===== src/rtl/noc_pkt_injector.sv =====
`default_nettype none
// ============================================================================
// Module   : noc_pkt_injector
// Brief    : Packetizer turning a descriptor plus payload words into a
//            HEAD/BODY/TAIL flit stream for a NoC router input port.
// Revision : 1.0 - initial release
// ============================================================================
module noc_pkt_injector #(
    parameter  int X_W    = 2,
    parameter  int Y_W    = 2,
    parameter  int SZ_W   = 8,
    parameter  int DATA_W = 32,
    parameter  int VC_W   = 1,
    localparam int FLIT_W = 2 + X_W + Y_W + SZ_W + DATA_W
) (
    input  logic              clk,
    input  logic              arst,
    input  logic              pkt_valid_i,
    output logic              pkt_ready_o,
    input  logic [X_W-1:0]    pkt_x_i,
    input  logic [Y_W-1:0]    pkt_y_i,
    input  logic [SZ_W-1:0]   pkt_len_i,
    input  logic [VC_W-1:0]   pkt_vc_i,
    input  logic              wr_valid_i,
    output logic              wr_ready_o,
    input  logic [DATA_W-1:0] wr_data_i,
    output logic [FLIT_W-1:0] flit_data_o,
    output logic              valid_o,
    output logic [VC_W-1:0]   vc_id_o,
    input  logic              ready_i,
    output logic              busy_o
);

    localparam logic [1:0] C_TYPE_HEAD = 2'b00;
    localparam logic [1:0] C_TYPE_BODY = 2'b01;
    localparam logic [1:0] C_TYPE_TAIL = 2'b10;

    typedef enum logic [1:0] {
        S_IDLE = 2'd0,
        S_HEAD = 2'd1,
        S_BODY = 2'd2
    } state_t;

    state_t              state_q, state_d;
    logic [X_W-1:0]      x_q, x_d;
    logic [Y_W-1:0]      y_q, y_d;
    logic [SZ_W-1:0]     len_q, len_d;
    logic [VC_W-1:0]     vc_q, vc_d;
    logic [SZ_W-1:0]     remaining_q, remaining_d;
    logic [FLIT_W-1:0]   flit_q, flit_d;
    logic                valid_q, valid_d;
    logic [VC_W-1:0]     vc_out_q, vc_out_d;
    logic                pkt_ready_q, pkt_ready_d;

    logic                w_slot_free;
    logic                w_wr_ready;
    logic                w_word_fire;
    logic [1:0]          w_body_type;

    always_comb begin
        state_d     = state_q;
        x_d         = x_q;
        y_d         = y_q;
        len_d       = len_q;
        vc_d        = vc_q;
        remaining_d = remaining_q;
        flit_d      = flit_q;
        valid_d     = valid_q;
        vc_out_d    = vc_out_q;

        w_slot_free = !valid_q || ready_i;
        w_wr_ready  = (state_q != S_IDLE) && w_slot_free;
        w_word_fire = wr_valid_i && w_wr_ready;
        w_body_type = (remaining_q == SZ_W'(1)) ? C_TYPE_TAIL : C_TYPE_BODY;

        // A pop with nothing new to load leaves the output slot empty.
        if (w_slot_free && !w_word_fire) begin
            valid_d = 1'b0;
        end

        case (state_q)
            S_IDLE: begin
                if (pkt_valid_i && pkt_ready_q) begin
                    x_d     = pkt_x_i;
                    y_d     = pkt_y_i;
                    len_d   = pkt_len_i;
                    vc_d    = pkt_vc_i;
                    state_d = S_HEAD;
                end
            end
            S_HEAD: begin
                if (w_word_fire) begin
                    flit_d   = {C_TYPE_HEAD, x_q, y_q, len_q, wr_data_i};
                    valid_d  = 1'b1;
                    vc_out_d = vc_q;
                    if (len_q == '0) begin
                        state_d = S_IDLE;
                    end else begin
                        remaining_d = len_q;
                        state_d     = S_BODY;
                    end
                end
            end
            S_BODY: begin
                if (w_word_fire) begin
                    flit_d      = {w_body_type, {(X_W + Y_W + SZ_W){1'b0}}, wr_data_i};
                    valid_d     = 1'b1;
                    vc_out_d    = vc_q;
                    remaining_d = remaining_q - SZ_W'(1);
                    if (remaining_q == SZ_W'(1)) begin
                        state_d = S_IDLE;
                    end
                end
            end
            default: begin
                state_d = S_IDLE;
            end
        endcase

        // Registered so the port stays low while reset is held.
        pkt_ready_d = (state_d == S_IDLE);
    end

    always_ff @(posedge clk or negedge arst) begin
        if (!arst) begin
            state_q     <= S_IDLE;
            x_q         <= '0;
            y_q         <= '0;
            len_q       <= '0;
            vc_q        <= '0;
            remaining_q <= '0;
            flit_q      <= '0;
            valid_q     <= 1'b0;
            vc_out_q    <= '0;
            pkt_ready_q <= 1'b0;
        end else begin
            state_q     <= state_d;
            x_q         <= x_d;
            y_q         <= y_d;
            len_q       <= len_d;
            vc_q        <= vc_d;
            remaining_q <= remaining_d;
            flit_q      <= flit_d;
            valid_q     <= valid_d;
            vc_out_q    <= vc_out_d;
            pkt_ready_q <= pkt_ready_d;
        end
    end

    assign pkt_ready_o = pkt_ready_q;
    assign wr_ready_o  = w_wr_ready;
    assign flit_data_o = flit_q;
    assign valid_o     = valid_q;
    assign vc_id_o     = vc_out_q;
    assign busy_o      = (state_q != S_IDLE) || valid_q;

endmodule
`default_nettype wire


===== config.mk =====
export PLATFORM = sky130hd
export DESIGN_NAME = noc_pkt_injector
export DESIGN_NICKNAME = d
export VERILOG_FILES = /design/src/rtl/noc_pkt_injector.sv
export SDC_FILE = /design/constraint.sdc
export NUM_CORES = 1
export LEC_CHECK = 0
export ABC_AREA = 1
export CAP_MARGIN = 30
export CORE_MARGIN = 1
export CORE_UTILIZATION = 36
export DETAILED_ROUTE_END_ITERATION = 12
export PLACE_DENSITY = 0.66
export SLEW_MARGIN = 10
export SYNTH_ARGS = -nofsm -noshare
export SYNTH_HDL_FRONTEND = slang
export SYNTH_SLANG_ARGS = --single-unit
export TNS_END_PERCENT = 50

===== constraint.sdc =====
create_clock -name clk -period 3.03 [get_ports clk]
set_clock_uncertainty 0.15 [all_clocks]
set_input_delay 0.606 -clock clk [delete_from_list [all_inputs] [get_ports clk]]
set_output_delay 0.606 -clock clk [all_outputs]
set_load 0.02 [all_outputs]

# == Yosys cells after proc, flatten, opt, wreduce, memory -nomap -nowiden ==
# Index checks and enable logic that the tools add are counted.
# word_totals
ramBits,0
n_memories,0
rom_bits,0
latch_bits,0
out_inout_bits,51
reg_bits,72
elab_cells,52
# op_classes
bitwise_logic,0
shifts,0
n_reduce_logical,18
order_cmp,0
mul,0
n_div,0
n_addsub,1
n_eq_ne,6
n_mux,17
# ops
op,n
$mux W46,2
$pmux W46 S2,1
$mux W8,3
$pmux W8 S2,1
$mux W2,6
$eq A8 B1 Y1 const B,1
$logic_not A8 Y1,1
$sub A8 B1 Y8 const B,1
$ne A2 B2 Y1 const B,3
$pmux W2 S3,1
$logic_and A1 B1 Y1,4
$logic_not A2 Y1,2
$reduce_and A2 Y1,2
$reduce_and A4 Y1,1
$reduce_bool A2 Y1,2
$mux W1,3
$reduce_and A3 Y1,1
$eq A2 B1 Y1 const B,1
$eq A2 B2 Y1 const B,1
$logic_not A1 Y1,2
$logic_or A1 B1 Y1,2
$reduce_or A2 Y1,1

# == Logic depth before layout (Yosys ltp) ==
# Gate-level depths: netlist of run 1.
# logic_depth
ltp_word,9
ltp_mapped,11

# == Worst setup path after synthesis of run 1 ==
# Ideal clock, no wire load.
# synth_timing
path_type,reg2out
from,register state_q[1]
to,output busy_o
arrival_time_ps,1073
path_slack_ps,1201
stages_incl_launch_ff,5
cell_sequence,dfrtp_1 > inv_1 > ha_1 > inv_2 > or2_2
# synth_via
elab_chain_cells,2
# synth_lines
element,line_no,rtl
start: declaration,44,"state_t state_q, state_d;"
start signal: assignment,137,state_q <= state_d;
$reduce_bool A2 Y1,155,assign busy_o = (state_q != S_IDLE) || valid_q;
$logic_or A1 B1 Y1,155,
end: declaration,31,output logic busy_o
# No other way between the ends.

# == Final worst setup path of run 1 ==
# Same ends and word-level chain as after synthesis.

==> results, run 1 <==
- The run finished with clean final reports.
- The number of routed nets with antenna violations is 0.
- Summing the sequential cell areas from Yosys gives 57.1% of the chip area.
- The maximum root-to-sink buffer count is 2.
- Across the VDD grid, the largest voltage drop is ~430 uV.
- Compared with the post-synthesis result, the final layout area differs by 42.9%.
- The final RePlAce weighted congestion is ~0.8.
- The total routed wirelength is around 7000 microns.
- The slowest stage of the critical path is the sky130_fd_sc_hd__clkdlybuf4s50_1 cell.
- The most common cell after layout, fill and taps aside is sky130_fd_sc_hd__nand2_1.
- The count of distinct cell types in the synthesized netlist is 24.
- For hold timing, the worst endpoint is flit_data_o[10]$_DFFE_PN0P_.
- After clock tree synthesis, the clock-pin slew on the worst setup and hold paths is 0.08 ns.
- After global routing the overflow that remains totals 0.
- STA classifies the critical path endpoint as an output port.
- Across the run, the number of max-cap violations was 0.
- Global routing used between 4 and 5% of the available met3 tracks.
- Yosys mapped a number of flops with a built-in enable equal to 0.
- The average wire per standard cell is 12.3 microns.
- The wire length of the first global-routing pass is 11700 microns.
- The number of placement rows is 33.
- The floorplan step defined a die boundary enclosing 9140 sq um.
- TritonCTS built the clock tree.
- The data required time at the worst endpoint is roughly 2.3 ns.
- At the worst endpoint, the arrival time is 2.02 ns.
- In this run the tool buffered the top-level ports with 100 buffer cells.
- After filler insertion, the fill cell instance count of the layout stands at 780.
- The later-pin clock latency in the skew report is 0.34 ns.
- In this run the vertical extent of the chip is ~96 microns.
- The number of nets in the synthesized netlist is between 400 and 500.
- met2 is the most crowded layer.
- Of all flip-flops after synthesis, the portion carrying an async set or reset was 100%.
- STA classifies the critical path startpoint as a flip-flop.
- The hold violation total from the final report came to 0.
- The slew at the pin closest to its max-slew limit is 0.495 ns.
- Once the floorplan was initialized, standard cells occupied 37.8% of the core.
- The die width is between 90 and 100 microns.
- The H-tree depth is 3.
- The area of the mapped netlist is around 3200 sq um.
- Global routing consumed, on the met1 layer, roughly a fifth of the routing resources.
- The number of optimization iterations in the first detailed-route pass is 4.
- Across every metal layer, demand over resource in global routing totals 16.6%.
- The total clock buffers created by CTS is 9.
- The via count of the first global-routing pass is 2513.
- Grouping stages by cell kind, the critical path spends the most delay in buffers and inverters.
- The worst hold path begins at flit_data_o[10]$_DFFE_PN0P_.
- Among all flip-flop cells after synthesis, the most frequent one is sky130_fd_sc_hd__dfrtp_1.
- During synthesis, Yosys emitted a total of 0 warnings.
- The reported leakage power is around 0.0022 uW.
- Each instance of the synthesized netlist takes up on average between 8 and 9 sq um.
- The max-slew violation count came to 0.
- The residual DRC count is 0.
- The number of DRC violations after detailed-routing iteration 0 is between 90 and 100.
- In this run the standard cell core region covers 8340 sq um.
- In this run the worst path has a maximum fanout of 4.
- Entering global routing, the biggest net connects 73 pins.
- The total power divided by cell area is around 1000 nW/um^2.
- The clock net sink count is 72.
- The headroom to the max-slew limit is between 60 and 70%.
- During I/O placement, the number of pins put on the boundary was 101.
- The critical path goes through inv_1, ha_1, inv_2, or2_2, clkdlybuf4s50_1.
- Buffers added to address setup during post-CTS repair amount to 0.
- The startpoint identified for the worst register-to-register timing path is state_q[0]$_DFF_PN0_.
- The buffering stage count on the worst path with inverters included is 3.
- The path class of the tightest hold or removal check is reg -> reg.
- In the layout the commonest cells are sky130_fd_sc_hd__nand2_1, sky130_fd_sc_hd__clkdlybuf4s50_1, sky130_fd_sc_hd__dfrtp_1, sky130_fd_sc_hd__inv_1, sky130_fd_sc_hd__nor2_1.
- The final count of negative-setup-slack endpoints is 0.
- Ranked by total cell area, the synthesized netlist is headed by sky130_fd_sc_hd__dfrtp_1, sky130_fd_sc_hd__nand2_1, sky130_fd_sc_hd__mux2_2.
- The worst register-to-register path has a depth of 9.
- The total number of vias is roughly 2600.
- For the finished layout, the period the worst path requires is around 2.8 ns.
- The setup slack of the most critical reg-to-reg path is approximately 0.8 ns.
- The initial antenna violation count is 0.
- Synthesis produced a netlist whose cell count is approximately 360.
- The fraction of the cycle the final worst path needs is roughly nine tenths.
- The largest total area in the synthesized netlist belongs to sky130_fd_sc_hd__dfrtp_1.
- After the last flow step, the layout net total stands at slightly above 500.
- The clock root buffer master is sky130_fd_sc_hd__clkbuf_8.
- The capture point of the worst reg-to-reg path is flit_data_o[35]$_DFFE_PN0P_.
- The number of antenna cells inserted is 0.
- The final total negative setup slack is 0 ns.
- Once detailed placement completed, the half-perimeter wirelength came to 4870 microns.
- The met2 layer usage reported by global route is 27.0%.
- The worst-case hold slack is ~0.33 ns.
- The share of final-layout standard cells stronger than drive strength 1 is 8.84%.
- Setup repair after global routing left no endpoint under its margin.
- The worst hold path stage count is 2.
- The critical path is of the reg -> out type.
- The peak per-stage delay on the critical path is ~0.55 ns.
- In this run, post-CTS repair resized a total of 0 instances.
- Dividing the detail-routed via count by the number of cells gives ~4.5.
- The area share of the largest cell type after synthesis is 57.1%.
- For this run, the top clock speed supported by timing is around 360 MHz.
- The number of synthesized register bits is roughly 70.
metrics by stage:
step	power (uW)	setup WS, ns	area [sq um]	util [%]	std cells
5_1_grt	5040	0.163	4510	54.1	569
2_1_floorplan	2890	1.20	3150	-	356
3_5_place_dp	3790	0.383	4220	50.6	551
4_1_cts	4750	0.245	4470	53.6	567
6_report	4700	0.259	4510	54.1	569
3_3_place_gp	3740	0.384	4220	50.6	551
logic make-up (layout without fill, tap and decap cells):
logic type,Yosys count,after routing,share of synthesized area [%]
multiplexers,10,10,3.57
buffers and inverters,39,147,5.79
adder cells (fa/ha/maj),6,6,2.38
AO/OA/AOI/OAI,37,37,6.35
AND/OR/NAND/NOR,192,192,24.8
flip-flops,72,72,57.1
final cells by class:
class                   count  area [sq um]  area share [%]
well taps                 105           131            2.91
repair buffers            104          1050            23.3
inverters                  27           101            2.25
clock inverters             6           115            2.55
flip-flops and latches     72          1800            40.0
multi-input cells         245          1170            26.0
clock buffers              10           138            3.05
where the power goes:
part	internal (uW)	switching, uW
clock	574	366
combinational	962	1140
sequential	1400	264
total	2940	1770
registers in the layout, indices dropped and copies added (netlist names):
signal / cells
vc_q: 1
state_q: 2
vc_id_o: 1
pkt_ready_o: 1
y_q: 2
valid_o: 1
flit_data_o: 46
remaining_q: 8
x_q: 2
len_q: 8
timing repair:
item | CTS | global route
endpoints found under the setup margin | 0 | 0
hold endpoints to repair | 0 | 5
hold buffers | 0 | 1
worst max-delay path by stage:
stage | startpoint | to | slack (ns) | cells past startpoint
CTS | state_q[1]$_DFF_PN0_ | busy_o | 0.25 | 5
finish | state_q[1]$_DFF_PN0_ | busy_o | 0.26 | 5
global placement | ready_i | wr_ready_o | 0.38 | 6
floorplan | state_q[1]$_DFF_PN0_ | busy_o | 1.20 | 4
detailed placement | ready_i | wr_ready_o | 0.38 | 6
global route | state_q[0]$_DFF_PN0_ | busy_o | 0.16 | 5
routing by layer:
| metal | vias up | part of all wire, % |
|---|---|---|
| li1 | 1311 | - |
| met3 | 8 | 6.2 |
| met2 | 60 | 47 |
| met1 | 1189 | 46 |
| met5 | - | 0 |
| met4 | 0 | 1.0 |
synthesized netlist by cell type, types with 2 or more instances:
cell and count:
sky130_fd_sc_hd__nand2_1 150, sky130_fd_sc_hd__dfrtp_1 72, sky130_fd_sc_hd__inv_1 24, sky130_fd_sc_hd__nor2_1 24, sky130_fd_sc_hd__o21ai_0 16, sky130_fd_sc_hd__a21oi_1 12, sky130_fd_sc_hd__mux2_2 10, sky130_fd_sc_hd__nand3_1 7
sky130_fd_sc_hd__ha_1 6, sky130_fd_sc_hd__a22oi_1 5, sky130_fd_sc_hd__buf_2 5, sky130_fd_sc_hd__buf_6 4, sky130_fd_sc_hd__clkbuf_1 3, sky130_fd_sc_hd__inv_2 3, sky130_fd_sc_hd__o21ai_1 3, sky130_fd_sc_hd__nand2_2 2
sky130_fd_sc_hd__nand2_4 2, sky130_fd_sc_hd__nor3_1 2
worst register-to-register path, delay by kind of cell, from the launching register on:
kind | cells | cell delay, ns
flops | 1 | 0.41
fa+ha+maj | 1 | 0.42
buf+inv | 4 | 0.72
simple gates | 4 | 0.48
Note: power is estimated with default switching activity, not from simulation.
==> run 2: changes to the inputs <==
--- a/config.mk
+++ b/config.mk
@@ -7,7 +7,6 @@
 export LEC_CHECK = 0
 export ABC_AREA = 1
 export CAP_MARGIN = 30
-export CORE_MARGIN = 1
 export CORE_UTILIZATION = 36
 export DETAILED_ROUTE_END_ITERATION = 12
 export PLACE_DENSITY = 0.66
==> results of run 2 <==
The final DEF is identical to that of run 1; final timing and power are the same.
==> run 3: changes to the inputs <==
==> constraint.sdc (replaced) <==
create_clock -name clk -period 2.9 [get_ports clk]
set_clock_uncertainty 0.15 [all_clocks]
set_input_delay 0.58 -clock clk [delete_from_list [all_inputs] [get_ports clk]]
set_output_delay 0.58 -clock clk [all_outputs]
set_load 0.02 [all_outputs]
==> results, run 3 (same netlist as run 1, synthesis figures left out) <==
- The run finished, with violations left.
- The checks that failed: negative hold slack.
- The via count of the first global-routing pass came to 2568 (+2.2%).
- The quantity of gates resized following cts was 0 (unchanged).
- The number of top-level design ports is 101 (unchanged).
- In the layout the commonest cells are sky130_fd_sc_hd__nand2_1, sky130_fd_sc_hd__clkdlybuf4s50_1, sky130_fd_sc_hd__dfrtp_1, sky130_fd_sc_hd__inv_1, sky130_fd_sc_hd__nor2_1.
- The class of the tightest hold or removal check is in -> async.
- The setup slack of the most critical reg-to-reg path is 0.75 ns (-0.03 ns).
- The initial antenna violation count came to 0 (unchanged).
- The worst-case reg-to-reg path depth is 9 (unchanged).
- The maximum root-to-sink buffer count was 2 (unchanged).
- The flip-flop count of the largest register after layout is 46 (unchanged).
- The overall routing resource usage is 16.8% (+0.24 points).
- The highest routed metal layer is met4.
- The setup fix buffers added after clock tree synthesis is 0 (unchanged).
- The internal power is 2890 uW (-1.6%).
- The number of antenna cells inserted is 0 (unchanged).
- The net switching power is 1850 uW (+4.6%).
- The total routed wirelength is 7020 microns (+0.57%).
- The sequential power share is 36.7% (+1.3 points).
- The total clock buffers created by CTS is 9 (unchanged).
- The library cell used most frequently in the layout, excluding fill and tap cells, is sky130_fd_sc_hd__nand2_1.
- The clock net sink count was 72 (unchanged).
- Setup repair after global routing left no endpoint under its margin.
- The setup slack after layout is 0.153 ns (-0.106 ns).
- The worst-case hold slack came to -0.0122 ns (-0.344 ns).
- The placeable core region is 8340 sq um (unchanged).
- The fraction of power consumed by the clock network is 17.1% (-2.9 points).
- The count of nets after finishing is 514 (-0.19%).
- The met1 layer wirelength in the final routing is 3180 microns (-1.3%).
- The max-slew violation count is 0 (unchanged).
- The estimated wirelength of the detail-placed design is 4890 microns (+0.54%).
- The final total negative setup slack came to 0 ns (unchanged).
- The tree is rooted in a sky130_fd_sc_hd__clkbuf_8.
- The residual DRC count is 0 (unchanged).
- The share of final-layout standard cells stronger than drive strength 1 is 8.86% (+0.019 points).
- STA classifies the critical path startpoint as a flip-flop.
- The H-tree depth is 3 (unchanged).
- The later-pin clock latency in the skew report is 0.34 ns (about the same).
- The slew at the pin closest to its max-slew limit is 0.477 ns (-0.0178 ns).
- The die outline area was 9140 sq um (unchanged).
- The total power divided by cell area came to 1060 nW/um^2 (+2.0%).
- The data arrival time at the worst-slack endpoint came to 2.02 ns (about the same).
- The maximum achievable frequency is approximately 360 MHz.
- The initial core utilization is 37.8% (unchanged).
- The post-detailed-route via-to-cell ratio is 4.60 (+1.9%).
- The maximum fanout along the worst path is 4 (unchanged).
- The combinational group share of total power is 46.2% (+1.6 points).
- The beginning of the worst register-to-register path is state_q[0]$_DFF_PN0_.
- The switching fraction of total power came to 39.0% (+1.4 points).
- The post-route minimum period is 2.75 ns.
- The number of placement rows is 33 (unchanged).
- The total number of vias was 2611 (+1.7%).
- The reported leakage power was 0.00217 uW (-1.3%).
- The number of routed nets with antenna violations is 0 (unchanged).
- The capture point of the worst reg-to-reg path is flit_data_o[33]$_DFFE_PN0P_.
- The headroom to the max-slew limit is 68.2% (+1.2 points).
- The final core utilization is 53.4% (-0.69 points).
- The reported max-cap violation count is 0 (unchanged).
- The number of port buffers was 100 (unchanged).
- The setup slack after placement is 0.300 ns (-0.0833 ns).
- The total met2 wirelength after detailed routing is 3270 microns (+0.40%).
- The average wire per standard cell was 12.4 microns (+0.75%).
- The final count of negative-setup-slack endpoints was 0 (unchanged).
- The die width is 95.6 microns (unchanged).
- The final RePlAce weighted congestion is 0.858 (+7.0%).
- The hold violation total from the final report is 15 (+15).
- The peak supply drop is 432 uV (-0.35%).
- The data required time at the worst endpoint was 2.17 ns (-0.10 ns).
- The number of DRC violations after detailed-routing iteration 0 came to 74 (-19%).
- The category of the worst setup path capture point is an output port.
- After layout, the worst path uses between 90% and 100% of the clock period.
- The critical path starts at state_q[1]$_DFF_PN0_.
- The number of optimization iterations in the first detailed-route pass came to 4 (unchanged).
- The overall overflow remaining after global route is 0 (unchanged).
- The CTS tree is done.
- The height of the chip came to 95.6 microns (unchanged).
- The area added between synthesis and finish is 41.1%.
- The clock slew seen by the registers of the worst setup and hold paths is 0.08 ns (about the same).
- The met3 layer wire length in the routed design came to 476 microns (+10%).
- The largest net degree at the start of global routing came to 73 (unchanged).
- The worst setup path category is reg -> out.
- The wire length of the first global-routing pass is 11600 microns (-0.41%).
- The number of fill cells is 794 (+1.8%).
- The cts-stage hold buffer count is 0 (unchanged).
## run 3: power groups by stage
stage	Combinational, uW	Sequential [uW]	Clock (uW)
6_report	2190	1740	809
5_1_grt	2430	1800	871
4_1_cts	2220	1740	836
3_5_place_dp	2220	1750	0
3_3_place_gp	2170	1740	0
2_1_floorplan	936	2080	0
## run 3: routing by layer
layer,global-route usage (%),vias up
li1,-,1315
met1,20.5,1220
met2,27.4,66
met3,5.34,10
met4,7.09,0
met5,0,-
## run 3: area by class of cell
class / instances / area, sq um / area share (%)
Clock buffer: 10 / 138 / 3.09
Tap cell: 105 / 131 / 2.95
Inverter: 27 / 101 / 2.28
Clock inverter: 6 / 67.6 / 1.52
Sequential cell: 72 / 1800 / 40.5
Multi-Input combinational cell: 245 / 1170 / 26.3
Timing Repair Buffer: 103 / 1040 / 23.4
## run 3: worst max-delay path: stages, from the launching register on
cell and delay, ns:
sky130_fd_sc_hd__dfrtp_1 0.42, sky130_fd_sc_hd__inv_1 0.12, sky130_fd_sc_hd__ha_1 0.23, sky130_fd_sc_hd__inv_2 0.08, sky130_fd_sc_hd__or2_2 0.28, sky130_fd_sc_hd__clkdlybuf4s50_1 0.55
## run 3: how the worst max path moves through the flow
stage | end | slack [ns] | cells past startpoint
CTS | busy_o | 0.13 | 5
finish | busy_o | 0.15 | 5
floorplan | busy_o | 1.10 | 4
detailed placement | wr_ready_o | 0.30 | 6
global placement | wr_ready_o | 0.31 | 6
global route | busy_o | 0.07 | 5
## run 3: per-stage QoR
step / total power, uW / instance area, sq um / std cells
2_1_floorplan: 3020 / 3150 / 356
3_3_place_gp: 3920 / 4220 / 551
3_5_place_dp: 3960 / 4220 / 551
4_1_cts: 4800 / 4420 / 567
5_1_grt: 5100 / 4450 / 568
6_report: 4740 / 4450 / 568
==> RTL edit 1, RTL diff (flow settings as in run 3) <==
Reset style: synchronous (`arst`), changed in one clocked block.
--- a/src/rtl/noc_pkt_injector.sv
+++ b/src/rtl/noc_pkt_injector.sv
@@ -121,7 +121,7 @@
         pkt_ready_d = (state_d == S_IDLE);
     end
 
-    always_ff @(posedge clk or negedge arst) begin
+    always_ff @(posedge clk) begin
         if (!arst) begin
             state_q     <= S_IDLE;
             x_q         <= '0;
Behaviour: differs if arst is asserted again (counterexample within 4 cycles, from zero or initial values and one cycle with arst low); with arst held inactive, the same outputs for 10 cycles.
==> RTL edit 1 against run 3 <==
Synthesized area rose by 2.4%; largest cell class is now multi-input gates; core utilization fell by 2.3 points; sequential cell count did not move; setup slack improved by 0.13 ns; cell area rose by 0.14%; count of clock-buffer cells in the layout rose by 3; wire length rose by 8.7%; critical path type is now in2out.
Power is not compared: it rests on default switching activity, and its combinational part moved more than twofold at a synthesized area within 25%.
==> RTL edit 1: results <==
metrics = {
    "run_status": {
        "outcome": "complete, no violations",
    },
    "finish": {
        "multi_input_area_share_pct": 34.0,
        "area.growth.synth_to_final_pct": 38.0,
        "clk_share_pct": 3.73,
        "fin_nets": 566,
        "fill_cells": 855,
        "nonClkBufAreaFrac_pct": 23.8,
        "n_all_inverters": 37,
        "n_antenna_cell": 0,
        "largest_reg_flops": 46,
        "nClkBuffers": 13,
        "seq-cell-share_pct": 32.3,
        "buffers": 106,
        "multi_input_gates": 284,
        "drive_gt1_share_pct": 18.1,
    },
    "route": {
        "wl_met2_um": 3480,
        "totalWireLength_um": 7630,
        "top_layer_used": "met4",
        "wl_met3_um": 640,
        "vias_per_cell": 4.60,
        "drt-met1-wl_um": 3480,
        "initialDrtViolationCount": 97,
        "first_pass_iters": 5,
    },
    "worst_setup_path": {
        "cp.arrival_ns": 1.89,
        "crit_fanout": 3,
        "timing.rr.end": "flit_data_o[10]$_SDFFE_PN0P_",
        "cpLargestDelayFamily": "buffers and inverters",
        "crit_end": "wr_ready_o",
        "cp-startpoint": "ready_i",
        "crit_path_max_incr_delay_ns": 0.60,
        "r2r_setup_slack_ns": 0.66,
        "r2r-start": "state_q[0]$_SDFF_PN0_",
    },
    "yosys": {
        "synth_area_leaders": "dfxtp_1 (45%), nand2_1 (9.8%), a21oi_2 (8.4%)",
        "synth_fp_nets": 467,
        "yosysWarnings": 0,
        "seq_area_frac_synth_pct": 44.6,
        "yosysUniqueCellTypes": 26,
        "ys_top_cells_by_count": "nand2_1 (84), dfxtp_1 (72), nor2_1 (49)",
        "synth_area_um2": 3230,
        "async_flop_share_pct": 0,
        "synthFlopType": "dfxtp_1",
    },
    "place": {
        "postPlaceCellArea_um2": 4290,
        "dpl.hpwl_um": 5370,
        "gp_congestion": 0.833,
    },
    "sta": {
        "worst_slew_pin_slew_ns": 0.564,
    },
    "min_path": {
        "hp-class": "reg2reg",
    },
    "pwr": {
        "power_clock_mw": 0.698,
    },
    "clock_network": {
        "cts_setup_buffers": 0,
        "cts_max_level": 3,
        "clock_latency_ns": 0.34,
        "clock_sinks": 72,
        "clk_pin_slew_worst_paths_ns": 0.07,
        "cts_buffers": 9,
    },
    "global_routing": {
        "met2_usage_pct": 27.4,
        "met3_usage_pct": 7.66,
        "globalRouteTotalUtil_pct": 17.0,
        "grt_start_max_net_pins": 35,
        "grt_use_met1_pct": 20.7,
        "grt_pass1_wl_um": 13100,
        "grt_pass1_vias": 2872,
    },
}
RTL edit 1: cell types whose count changed after synthesis, moves of 25 or more:
| cell | change |
|---|---|
| a21oi_2 | +31 |
| dfrtp_1 | -72 |
| dfxtp_1 | +72 |
| nand2_1 | -66 |
| nand2_2 | +28 |
| nor2_1 | +25 |
RTL edit 1: metrics by stage:
step / worst slack (ns) / cells / util (%) / hold slack (ns)
4_1_cts: 0.264 / 623 / 51.1 / 0.292
3_3_place_gp: 0.293 / 607 / 49.2 / 0.277
6_report: 0.282 / 623 / 51.1 / 0.293
3_5_place_dp: 0.272 / 607 / 49.2 / 0.281
5_1_grt: 0.178 / 623 / 51.1 / 0.309
2_1_floorplan: 1.18 / 411 / - / 0.270
RTL edit 1: cells by family after synthesis:
group,count (synthesis),synth area share (%)
compound gates,97,18.9
simple gates,181,25.8
fa+ha+maj,6,2.32
flops,72,44.6
buf+inv,55,8.44
==> RTL edit 2, RTL diff (config.mk and constraints of run 3) <==
Without the edit above. The parameter `DATA_W` goes from 32 to 28.
--- a/src/rtl/noc_pkt_injector.sv
+++ b/src/rtl/noc_pkt_injector.sv
@@ -9,7 +9,7 @@
     parameter  int X_W    = 2,
     parameter  int Y_W    = 2,
     parameter  int SZ_W   = 8,
-    parameter  int DATA_W = 32,
+    parameter  int DATA_W = 28,
     parameter  int VC_W   = 1,
     localparam int FLIT_W = 2 + X_W + Y_W + SZ_W + DATA_W
 ) (
Ports: changed (resized flit_data_o and wr_data_i); port bits go from 101 to 93. The function was not compared with the original's and may differ.
==> RTL edit 2 against run 3 <==
Synthesized area shrank 5.0%; power shrank 2.6%; final cell count shrank 4.9%; critical endpoint unchanged; non-clock buffer count shrank 7; count of clock-buffer cells in the layout is the same; largest cell class unchanged; cell area shrank 4.7%; setup slack gained 0.079 ns; wire length shrank 8.7%; die area shrank 4.9%; sequential cell count shrank 4.
==> RTL edit 2: results <==
metrics = {
    "pwr": {
        "pwr-share-seq_pct": 35.5,
        "power_switching_mw": 1.72,
        "internal-power_mw": 2.90,
        "power_clock_mw": 0.916,
        "leakagePower_nw": 2.06,
        "ir_worst_vdd_v": 0.000571,
    },
    "global_routing": {
        "met2_usage_pct": 25.6,
        "grt_pass1_wl_um": 10800,
        "met3_usage_pct": 3.33,
        "grt_start_max_net_pins": 34,
        "grt_use_met1_pct": 21.6,
        "globalRouteTotalUtil_pct": 15.9,
    },
    "worst_setup_path": {
        "cp-startpoint": "state_q[0]$_DFF_PN0_",
        "reg2regPathDepth": 10,
        "cp.arrival_ns": 1.94,
        "crit_path_max_incr_delay_ns": 0.53,
        "r2r_setup_slack_ns": 0.72,
        "timing.rr.end": "remaining_q[4]$_DFFE_PN0P_",
        "crit_fanout": 3,
    },
    "finish": {
        "fin_nets": 485,
        "drive_gt1_share_pct": 9.82,
        "area.growth.synth_to_final_pct": 41.6,
        "nonClkBufAreaFrac_pct": 22.3,
        "final-seq-area_um2": 1700,
        "clk_share_pct": 5.67,
        "largest_reg_flops": 42,
        "buffers": 96,
        "n_all_inverters": 25,
        "fill_cells": 728,
    },
    "place": {
        "dp.cells": 524,
        "postPlaceCellArea_um2": 4000,
        "gp_congestion": 0.809,
        "portBuffers": 92,
        "dpl.hpwl_um": 4720,
        "dpl_worst_slack_ns": 0.294,
    },
    "sta": {
        "hold_ws_ns": 0.0296,
        "worst_slew_pin_slew_ns": 0.514,
        "timing.final.crit_share_pct": 92.0,
    },
    "clock_network": {
        "clock_latency_ns": 0.32,
        "clock_sinks": 68,
        "cts_buffers": 9,
        "cts_resized": 0,
    },
    "yosys": {
        "synth_area_per_cell_um2": 8.86,
        "async_flop_share_pct": 100,
        "synth_fp_nets": 390,
        "synthFlopType": "dfrtp_1",
        "seq_area_frac_synth_pct": 56.8,
        "synthMuxAreaShare_pct": 3.76,
        "synth_compound_area_share_pct": 7.52,
        "yosysUniqueCellTypes": 27,
        "synth-xor-area-share_pct": 0.292,
        "ys_top_cells_by_count": "nand2_1 (140), dfrtp_1 (68), nor2_1 (24)",
    },
    "die": {
        "nWellTaps": 102,
    },
    "run_status": {
        "outcome": "complete, no violations",
    },
    "route": {
        "totalWireLength_um": 6410,
        "vias_per_cell": 4.51,
        "vias": 2434,
    },
}
==> RTL edit 2: cell types whose count changed after synthesis, sizes merged <==
cell | run 3 | this run
nand3 | 8 | 7
a22oi | 5 | 4
clkbuf | 3 | 0
clkinv | 0 | 1
xor2 | 0 | 1
nand4 | 1 | 0
o21ai | 19 | 21
nor2 | 26 | 25
nand2 | 154 | 143
buf | 9 | 12
inv | 27 | 24
dfrtp | 72 | 68
==> RTL edit 2: worst reg2reg max path, cell delays in order (launching register included) <==
cell	delay (ns)
dfrtp_1	0.41
inv_1	0.11
ha_1	0.38
nor2_1	0.08
inv_1	0.12
nand2_4	0.17
inv_4	0.21
nand2_2	0.19
inv_1	0.16
o21ai_0	0.09
nand2_1	0.06
==> RTL edit 2: routing by layer <==
| metal | share of wire (%) | wire length, µm |
|---|---|---|
| met4 | 0.86 | 55 |
| met5 | 0 | 0 |
| met2 | 45 | 2890 |
| met3 | 6.0 | 387 |
| met1 | 48 | 3090 |
